## src/rtl/fetch_unit_pkg.sv

```systemverilog
`default_nettype none
// ============================================================================
//  Module      : fetch_unit_pkg
//  Description : Shared types and constants for the RV32 instruction fetch
//                front end (FSM states, buffered entry layout, PC helpers).
//  Revision    : 1.0 - initial release
// ============================================================================
package fetch_unit_pkg;

  typedef enum logic [1:0] {
    FS_REQ   = 2'd0,
    FS_WAIT  = 2'd1,
    FS_FLUSH = 2'd2
  } fetch_state_t;

  typedef struct packed {
    logic [31:0] pc;
    logic [31:0] raw;
  } fetch_entry_t;

  localparam logic [31:0] NOP_INSTR = 32'h0000_0013;
  localparam logic [31:0] PC_STEP   = 32'd4;

  // Clear the byte-offset bits so every fetch address is word aligned.
  function automatic logic [31:0] word_align(input logic [31:0] addr);
    return addr & ~32'h0000_0003;
  endfunction

endpackage
`default_nettype wire

```

## src/rtl/fetch_unit_fifo.sv

```systemverilog
`default_nettype none
// ============================================================================
//  Module      : fetch_fifo
//  Description : Small synchronous FIFO of fetch entries. Head is presented
//                combinationally from storage; flush beats push.
//  Revision    : 1.0 - initial release
// ============================================================================
module fetch_fifo
  import fetch_unit_pkg::*;
#(
  parameter int DEPTH = 2
) (
  input  logic                   clk,
  input  logic                   rst,
  input  logic                   push_i,
  input  logic                   pop_i,
  input  logic                   flush_i,
  input  fetch_entry_t           wdata_i,
  output logic [$clog2(DEPTH):0] count_o,
  output fetch_entry_t           head_o,
  output logic                   empty_o,
  output logic                   full_o
);

  // DEPTH must be a power of two >= 2 so the pointers wrap naturally.
  localparam int AW = $clog2(DEPTH);
  localparam int CW = AW + 1;

  fetch_entry_t    mem_q [DEPTH];
  logic [AW-1:0]   wr_ptr_q, wr_ptr_d;
  logic [AW-1:0]   rd_ptr_q, rd_ptr_d;
  logic [CW-1:0]   count_q, count_d;
  logic            do_push;
  logic            do_pop;

  assign empty_o = (count_q == '0);
  assign full_o  = (count_q == CW'(DEPTH));
  assign count_o = count_q;
  assign head_o  = empty_o ? '0 : mem_q[rd_ptr_q];

  // A push on a full FIFO is only legal when the head leaves in the same cycle.
  assign do_push = push_i && !flush_i && (!full_o || pop_i);
  assign do_pop  = pop_i && !flush_i && !empty_o;

  // Next pointer / occupancy; flush empties the buffer outright.
  always_comb begin
    wr_ptr_d = wr_ptr_q;
    rd_ptr_d = rd_ptr_q;
    count_d  = count_q;
    if (flush_i) begin
      wr_ptr_d = '0;
      rd_ptr_d = '0;
      count_d  = '0;
    end else begin
      if (do_push) wr_ptr_d = wr_ptr_q + AW'(1);
      if (do_pop)  rd_ptr_d = rd_ptr_q + AW'(1);
      count_d = count_q + CW'(do_push) - CW'(do_pop);
    end
  end

  // Pointer and occupancy registers.
  always_ff @(posedge clk) begin
    if (rst) begin
      wr_ptr_q <= '0;
      rd_ptr_q <= '0;
      count_q  <= '0;
    end else begin
      wr_ptr_q <= wr_ptr_d;
      rd_ptr_q <= rd_ptr_d;
      count_q  <= count_d;
    end
  end

  // Entry storage; contents are don't-care while the slot is unoccupied.
  always_ff @(posedge clk) begin
    if (do_push) mem_q[wr_ptr_q] <= wdata_i;
  end

endmodule
`default_nettype wire

```

## src/rtl/fetch_unit.sv

```systemverilog
`default_nettype none
// ============================================================================
//  Module      : fetch_unit
//  Description : RV32 fetch front end. Owns the PC, issues one word read at a
//                time to instruction memory, buffers returned words and hands
//                {raw, pc} to the decoder. Redirects flush the buffer and any
//                in-flight read is discarded on return.
//  Revision    : 1.0 - initial release
// ============================================================================
module fetch_unit
  import fetch_unit_pkg::*;
#(
  parameter logic [31:0] RESET_PC   = 32'h0000_0000,
  parameter int          FIFO_DEPTH = 2
) (
  input  logic        clk,
  input  logic        rst,
  output logic        imem_req_valid_o,
  input  logic        imem_req_ready_i,
  output logic [31:0] imem_req_addr_o,
  input  logic        imem_rsp_valid_i,
  input  logic [31:0] imem_rsp_data_i,
  output logic        instr_valid_o,
  input  logic        instr_ready_i,
  output logic [31:0] instr_raw_o,
  output logic [31:0] instr_pc_o,
  input  logic        redirect_valid_i,
  input  logic [31:0] redirect_pc_i
);

  localparam int CW = $clog2(FIFO_DEPTH) + 1;

  fetch_state_t  state_q, state_d;
  logic [31:0]   pc_q, pc_d;
  logic [31:0]   req_pc_q, req_pc_d;   // address of the outstanding request

  logic          req_valid;
  logic          accept;
  logic          push;
  logic          pop;
  logic          fifo_empty;
  logic          fifo_full;
  logic [CW-1:0] fifo_count;
  fetch_entry_t  push_entry;
  fetch_entry_t  head;

  // Only ask for a word when a buffer slot is guaranteed free on its return.
  assign req_valid = !rst && (state_q == FS_REQ) && (fifo_count < CW'(FIFO_DEPTH));
  assign accept    = req_valid && imem_req_ready_i;
  assign pop       = !fifo_empty && instr_ready_i;

  // Next-state, PC update and push decision; redirect overrides normal flow.
  always_comb begin
    state_d    = state_q;
    pc_d       = pc_q;
    req_pc_d   = req_pc_q;
    push       = 1'b0;
    push_entry = '{pc: req_pc_q, raw: imem_rsp_data_i};
    if (redirect_valid_i) begin
      pc_d = word_align(redirect_pc_i);
      case (state_q)
        FS_REQ:   state_d = accept ? FS_FLUSH : FS_REQ;
        FS_WAIT,
        FS_FLUSH: state_d = imem_rsp_valid_i ? FS_REQ : FS_FLUSH;
        default:  state_d = FS_REQ;
      endcase
    end else begin
      case (state_q)
        FS_REQ: begin
          if (accept) begin
            pc_d     = pc_q + PC_STEP;
            req_pc_d = pc_q;
            state_d  = FS_WAIT;
          end
        end
        FS_WAIT: begin
          if (imem_rsp_valid_i) begin
            push    = 1'b1;
            state_d = FS_REQ;
          end
        end
        FS_FLUSH: begin
          if (imem_rsp_valid_i) state_d = FS_REQ;
        end
        default: state_d = FS_REQ;
      endcase
    end
  end

  // FSM state, PC and outstanding-request address registers.
  always_ff @(posedge clk) begin
    if (rst) begin
      state_q  <= FS_REQ;
      pc_q     <= word_align(RESET_PC);
      req_pc_q <= '0;
    end else begin
      state_q  <= state_d;
      pc_q     <= pc_d;
      req_pc_q <= req_pc_d;
    end
  end

  fetch_fifo #(
    .DEPTH (FIFO_DEPTH)
  ) u_fifo (
    .clk     (clk),
    .rst     (rst),
    .push_i  (push),
    .pop_i   (pop),
    .flush_i (redirect_valid_i),
    .wdata_i (push_entry),
    .count_o (fifo_count),
    .head_o  (head),
    .empty_o (fifo_empty),
    .full_o  (fifo_full)
  );

  assign imem_req_valid_o = req_valid;
  assign imem_req_addr_o  = pc_q;
  assign instr_valid_o    = !fifo_empty;
  assign instr_raw_o      = head.raw;
  assign instr_pc_o       = head.pc;

  // A response with nothing outstanding means the memory broke protocol.
  a_rsp_without_req : assert property (@(posedge clk) disable iff (rst)
    !(imem_rsp_valid_i && state_q == FS_REQ));

  // Request gating must make a push into a full buffer impossible.
  a_push_when_full : assert property (@(posedge clk) disable iff (rst)
    !(push && fifo_full && !pop));

endmodule
`default_nettype wire
```

## config.mk

```make
export PLATFORM = sky130hd
export DESIGN_NAME = fetch_unit
export DESIGN_NICKNAME = d
export VERILOG_FILES = /design/src/rtl/fetch_unit_pkg.sv /design/src/rtl/fetch_unit_fifo.sv /design/src/rtl/fetch_unit.sv
export SDC_FILE = /design/constraint.sdc
export NUM_CORES = 1
export LEC_CHECK = 0
export BUFFER_PORTS_ARGS = -buffer_cell sky130_fd_sc_hd__buf_2
export CORE_AREA = 2 2 138 140
export CTS_BUF_LIST = sky130_fd_sc_hd__clkbuf_4 sky130_fd_sc_hd__clkbuf_8 sky130_fd_sc_hd__clkbuf_16
export DETAILED_ROUTE_END_ITERATION = 7
export DIE_AREA = 0 0 140 142
export GPL_TIMING_DRIVEN = 0
export PLACE_DENSITY_LB_ADDON = 0.05
export REMOVE_ABC_BUFFERS = 1
export SYNTH_ARGS = -nofsm -noshare
export SYNTH_HDL_FRONTEND = slang
export SYNTH_SLANG_ARGS = --single-unit
```

## constraint.sdc

```tcl
create_clock -name clk -period 6.57 [get_ports clk]
set_input_delay 0.9855 -clock clk [delete_from_list [all_inputs] [get_ports clk]]
set_output_delay 0.9855 -clock clk [all_outputs]
set_load 0.05 [all_outputs]
```

After elaboration in Yosys (flattened, before gate mapping)
Memory sizes are Yosys's and may differ from the RTL's. A register that Yosys moved wholly into a read port is not among the register bits.
Index checks and enable logic that the tools add are counted.

word-level totals
  word-level logic and storage cells = 61
  RAM bits = 128
  flip-flop bits (word level) = 70
  memories kept = 1

memories
  memory        words  bits a word  read ports  clocked after memory_dff  wr ports  RTL line               RTL
  u_fifo.mem_q  2      64           1           1                         1         fetch_unit_fifo.sv:29  fetch_entry_t mem_q [DEPTH];

cells by class
  reductions and logical operators = 23
  $lt $le $gt $ge = 1
  bitwise operators = 1
  muxes and demuxes = 18
  add/subtract/negate cells = 5
  eq/ne operators = 5

operators with widths
  operator                                                                 count
  32-bit 2-to-1 mux                                                        3
  64-bit 2-to-1 mux                                                        1
  32-bit by 3-bit adder with 32-bit output, second input constant          1
  2-bit 2-to-1 mux                                                         5
  1-bit logical AND                                                        8
  2-bit case mux with 2 select lines                                       2
  1-bit 2-to-1 mux                                                         7
  2-bit AND reduction                                                      3
  2-bit == test, second input constant                                     2
  1-bit zero test                                                          4
  2-bit zero test                                                          2
  2-bit nonzero test                                                       2
  2-bit OR reduction                                                       2
  3-bit by 1-bit inequality test with 1-bit output, second input constant  1
  3-bit inequality test, second input constant                             1
  3-bit AND reduction                                                      1
  1-bit adder, second input constant                                       2
  2-bit by 1-bit adder with 2-bit output                                   1
  2-bit by 1-bit == test with 1-bit output, second input constant          1
  2-bit less-than comparator, second input constant                        1
  2-bit by 1-bit subtractor with 2-bit output                              1
  1-bit logical OR                                                         1
  1-bit inverter                                                           1

Depth between registers and ports, before layout
  word-level depth = 7
  gate-level depth with buffers = 10
  gate-level depth less buffers = 10

By module
Synthesis repeated with hierarchy kept, for this count alone.

unflattened totals
  cell total of the unflattened synthesis = 656
  area total of the unflattened synthesis = 7923.8 µm²

modules (own cells, without submodules)
  module      cells an instance  area each (µm²)  instances
  fetch_fifo  300                5063.6           1
  fetch_unit  356                2860.2           1

Worst setup path after synthesis
OpenSTA, ideal clock, no wires.

  path kind = input -> register
  from = input port redirect_valid_i
  to = memory u_fifo.mem_q[0][0] (netlist name) (enable)
  data arrival time = 4.330 ns
  path buffers = 1
  setup time = 0.490 ns
  setup slack = 1.750 ns
  stages on the path = 3
  data required time = 6.080 ns
  cell sequence = clkbuf_1 a211oi_1 nor2b_1

on the way
  cells in the longest elaborated chain, start to end = 5

ends and longest elaborated chain
  what                                                 RTL line                                 RTL
  start: declaration                                   fetch_unit.sv:27                         input logic redirect_valid_i,
  1-bit 2-to-1 mux or 1-bit zero test (tied branches)  fetch_unit.sv:59, fetch_unit_fifo.sv:42
  1-bit logical AND * (2 in series)                    fetch_unit_fifo.sv:42                    assign do_push = push_i && !flush_i && (!full_o || pop_i);
  net u_fifo.do_push                                   fetch_unit_fifo.sv:33                    logic do_push;
  1-bit 2-to-1 mux *                                   fetch_unit_fifo.sv:76                    if (do_push) mem_q[wr_ptr_q] <= wdata_i;
  1-bit 2-to-1 mux (not written as such) *             fetch_unit_fifo.sv:76
  end: declaration                                     fetch_unit_fifo.sv:29

Mark *: on every way through the listed nets, which the timed path passes. The rest lies on a longest branch.

Worst setup path after layout
  from = input port rst
  to = register req_pc_q[4]

on the way
  cells in the longest elaborated chain, start to end = 5

ends and longest elaborated chain
  what                                  RTL line          RTL
  start: declaration                    fetch_unit.sv:17  input logic rst,
  1-bit zero test                       fetch_unit.sv:48  assign req_valid = !rst && (state_q == FS_REQ) && (fifo_count < CW'(FIFO_DEPTH));
  1-bit logical AND (2 in series)       fetch_unit.sv:48
  1-bit logical AND                     fetch_unit.sv:49  assign accept = req_valid && imem_req_ready_i;
  3-bit AND reduction (no source line)  --
  end signal: assignment                fetch_unit.sv:99  req_pc_q <= req_pc_d;
  end: declaration                      fetch_unit.sv:35  logic [31:0] req_pc_q, req_pc_d;

Several ways; a longest one is shown, not always the timed one.
A chain may end at the register's enable or synchronous reset.

==> impl_results.md <==
* Number of global-route vias before repair at 5585
* Setup-failing EPs final at 0
* Synthesis-stage register bit count at approximately 190
* Finished Layout Cells at 1065
* Fin nets at 894
* Maxcap violations at 0
* Dpl cells at 1032
* Commonest non-fill, non-tap cells in the layout: 161 x buf_2, 124 x edfxtp_1, 95 x nor2_1
* Slew margin rel. at 19.0%
* Clock Latency Late Sink at about 0.42 ns
* Tcrit/Tclk final at 52.8%
* CTS Buf Count at 17
* Crit path capture type: flip-flop
* GRT Util Overall at 18.7%
* Lkg Pwr at between 3 and 4 nW
* Failing checks: design-rule violations
* Final Hold Vio Count at 0
* CP Buf/Inv Count at 2
* Max-slew violation count at 0
* Crit path DAT at approximately 3.8 ns
* Setup Skew at 0.00851 ns
* Synth Cell Area at 0.00796 mm2
* Max Fanout on Critical Path at 44
* Sequential area share after synthesis at 63.6%
* Hold Buf Count CTS at 0
* Port bufs at 161
* Area added between synthesis and finish at 21.7%
* Core Footprint at ~0.018 mm2
* Commonest non-fill, non-tap cell in the layout: buf_2
* Initial Util at 43.1%
* Die Wd at 140 um
* RSZ-0062 raised after global routing: no
* WP data required at 6.86 ns
* CP startpoint kind: primary input
* Layout cells sized above 1 at 25.9%
* Antenna viol nets, final at 0
* Cells after synthesis at 676
* Worst path cell trace: buf_2, buf_12, nor4bb_4, nand2_1, nand2_1, a21oi_1
* Net Sw Frac at between 20% and 30%
* Register share of total power at 52.3%
* CTS tree: built
* Net Sw Power at about 0.00059 W
* Vias per inst at 5.27
* Final worst setup slack at 3.10 ns
* WL per Instance at 17.1 um
* Full die area at 0.0199 mm2
* Yosys warns at 0
* Worst Path Class, Setup: in -> reg
* Die span in y at 142 um
* Residual DRC count at 11
* DP Area at approximately 0.009 mm2
* Crit-path most repeated cell: nand2_1
* CTS max path bufs at 2
* Synth Area per Inst at 11.8 um2
* Min-Delay Path Class: reg -> reg
* Critical Path Max Stage Delay at 0.98 ns
* Initial antenna violation count at 0
* Worst-Margin Slew at 1.21 ns
* Combinational share of power at 6.8%
* Asr flop ratio synth at 0%
* Post-Route WL at 18300 um
* H-tree Lvls at 4
* Top_reg_cell synth: edfxtp_1
* Pre-CTS setup slack at ~2.4 ns
* 1st-iter DRT viols at 274
* Overflow after GRT at 0
* Kind of cell adding the most delay to the critical path: simple AND/OR/NAND/NOR gates
* Crit path time final at 3.47 ns
* Post-synth EDFFs at 124
* Clock slew at reported path FFs at around 0.07 ns
* First-pass GRT wire length at 28900 um
* Via Count at 5609
* Resize count post-CTS at 0
* Setup tns final at 0 ns
* Placed wire-length estimate at 12000 um
* Root buf cell: clkbuf_16
* Post-CTS Setup Inserts at 0
* Power Density at 261 mW/mm2
* Status: finished with violations
* Max VDD drop at 0.000177 V
* Slowest library cell on the worst path: nand2_1
* RD Place Congestion at 0.818
* # fillers at around 1700
* Clock power frac at between 40% and 50%
* CTS Sinks at ~190
* Hold_ws at 0.451 ns
* Row count at 50
* Detailed Routing Iterations Pass 1 at 7
* Final instance area at roughly 0.0097 mm2
* Netlist cell types at between 40 and 50
* IO Pins at 168
* Max Clock Freq at 0.288 GHz
* Antenna cells at 0
* Largest net degree at the start of global routing at 68
* Pint at 0.00193 W
[kinds of logic after synthesis]
logic type / Yosys count / synth area share, %
adders and majority gates: 6 / 0.943
DFF: 191 / 63.6
and+or+nand+nor: 250 / 14.7
muxes: 62 / 7.80
buffers and inverters: 64 / 3.43
xor gates and xnor gates: 12 / 1.32
AOI/OAI and AO/OA: 90 / 8.13
other: 1 / 0.0471
[metal layers]
| layer | part of all wire [%] | global-route usage (%) |
|---|---|---|
| met1 | 46 | 24.6 |
| met2 | 48 | 30.7 |
| met4 | 1.8 | 7.18 |
| met3 | 4.9 | 3.87 |
| met5 | 0 | 0 |
[state kept, by name (all words and copies together) (netlist names), named ones only]
| signal | cells |
|---|---|
| u_fifo.wr_ptr_q | 1 |
| u_fifo.rd_ptr_q | 1 |
| state_q | 2 |
| u_fifo.mem_q | 124 |
| imem_req_addr_o | 30 |
| u_fifo.count_o | 2 |
| req_pc_q | 30 |
[worst register-to-register path, stage by stage, from the launching register on]
cell,delay [ns]
dfxtp_1,0.35
inv_1,0.07
ha_1,0.22
nor4bb_4,0.80
nand2_1,0.98
nand2_1,0.30
a21oi_1,0.09
[synth_stat cells, types with 2 or more instances]
cell type	instances	area [um2]
buf_1	9	33.8
nand2b_1	2	12.5
and2_1	6	37.5
nand2_1	82	308
nor2b_1	6	37.5
o31ai_1	5	37.5
nand4_4	2	42.5
nor2_1	97	364
a2111oi_0	2	17.5
mux2i_1	62	621
dfxtp_1	67	1340
a2111oi_1	4	40.0
clkbuf_1	29	109
a21oi_1	35	175
nand3_1	5	25.0
and3_1	4	25.0
ha_1	6	75.1
a211oi_1	11	82.6
buf_2	5	25.0
o2111a_1	2	22.5
o41ai_1	2	17.5
a311oi_1	7	61.3
o21ai_0	4	20.0
and4_1	3	26.3
nor3_1	4	20.0
buf_4	5	37.5
xnor2_1	4	35.0
o41a_1	4	45.0
nor4_1	11	68.8
inv_1	15	56.3
xor2_1	8	70.1
or4_1	6	45.0
nand4_1	12	75.1
or3_1	4	25.0
o31a_1	9	78.8
edfxtp_1	124	3720
[power by group through the flow]
stage,Combinational [W],Clock [W],Sequential (W)
after global routing,0.000187,0.00111,0.00132
after CTS,0.000173,0.00106,0.00132
after detailed placement,0.000173,0,0.00135
after floorplan,0.0000603,0,0.00138
after global placement,0.000165,0,0.00135
final,0.000172,0.00103,0.00132
[through the flow]
step / util [%] / power [W]
global placement: 48.0 / 0.00151
CTS: 52.4 / 0.00255
detailed placement: 49.1 / 0.00152
finish: 52.5 / 0.00252
global route: 52.5 / 0.00262
floorplan: - / 0.00144
[layout make-up]
class	instances	area, um2	area share [%]
inverter	15	56.3	0.582
clock inverter	12	134	1.38
clock buffer	20	460	4.76
timing repair buffer	169	1000	10.4
sequential	191	5070	52.4
tap	234	293	3.02
multi-input combinational	424	2670	27.5
[path summary, 6_finish.rpt]
path	slack [ns]	cells after the start	to	startpoint
min reg2reg	0.45	0	u_fifo.mem_q[1][36]$_DFFE_PP_	req_pc_q[4]$_SDFFE_PP0P_
max reg2reg	3.62	6	req_pc_q[4]$_SDFFE_PP0P_	state_q[0]$_SDFFE_PP0P_
max	3.10	6	req_pc_q[4]$_SDFFE_PP0P_	rst
min	0.45	0	u_fifo.mem_q[1][36]$_DFFE_PP_	req_pc_q[4]$_SDFFE_PP0P_
Note: power is estimated with default switching activity, not from simulation.
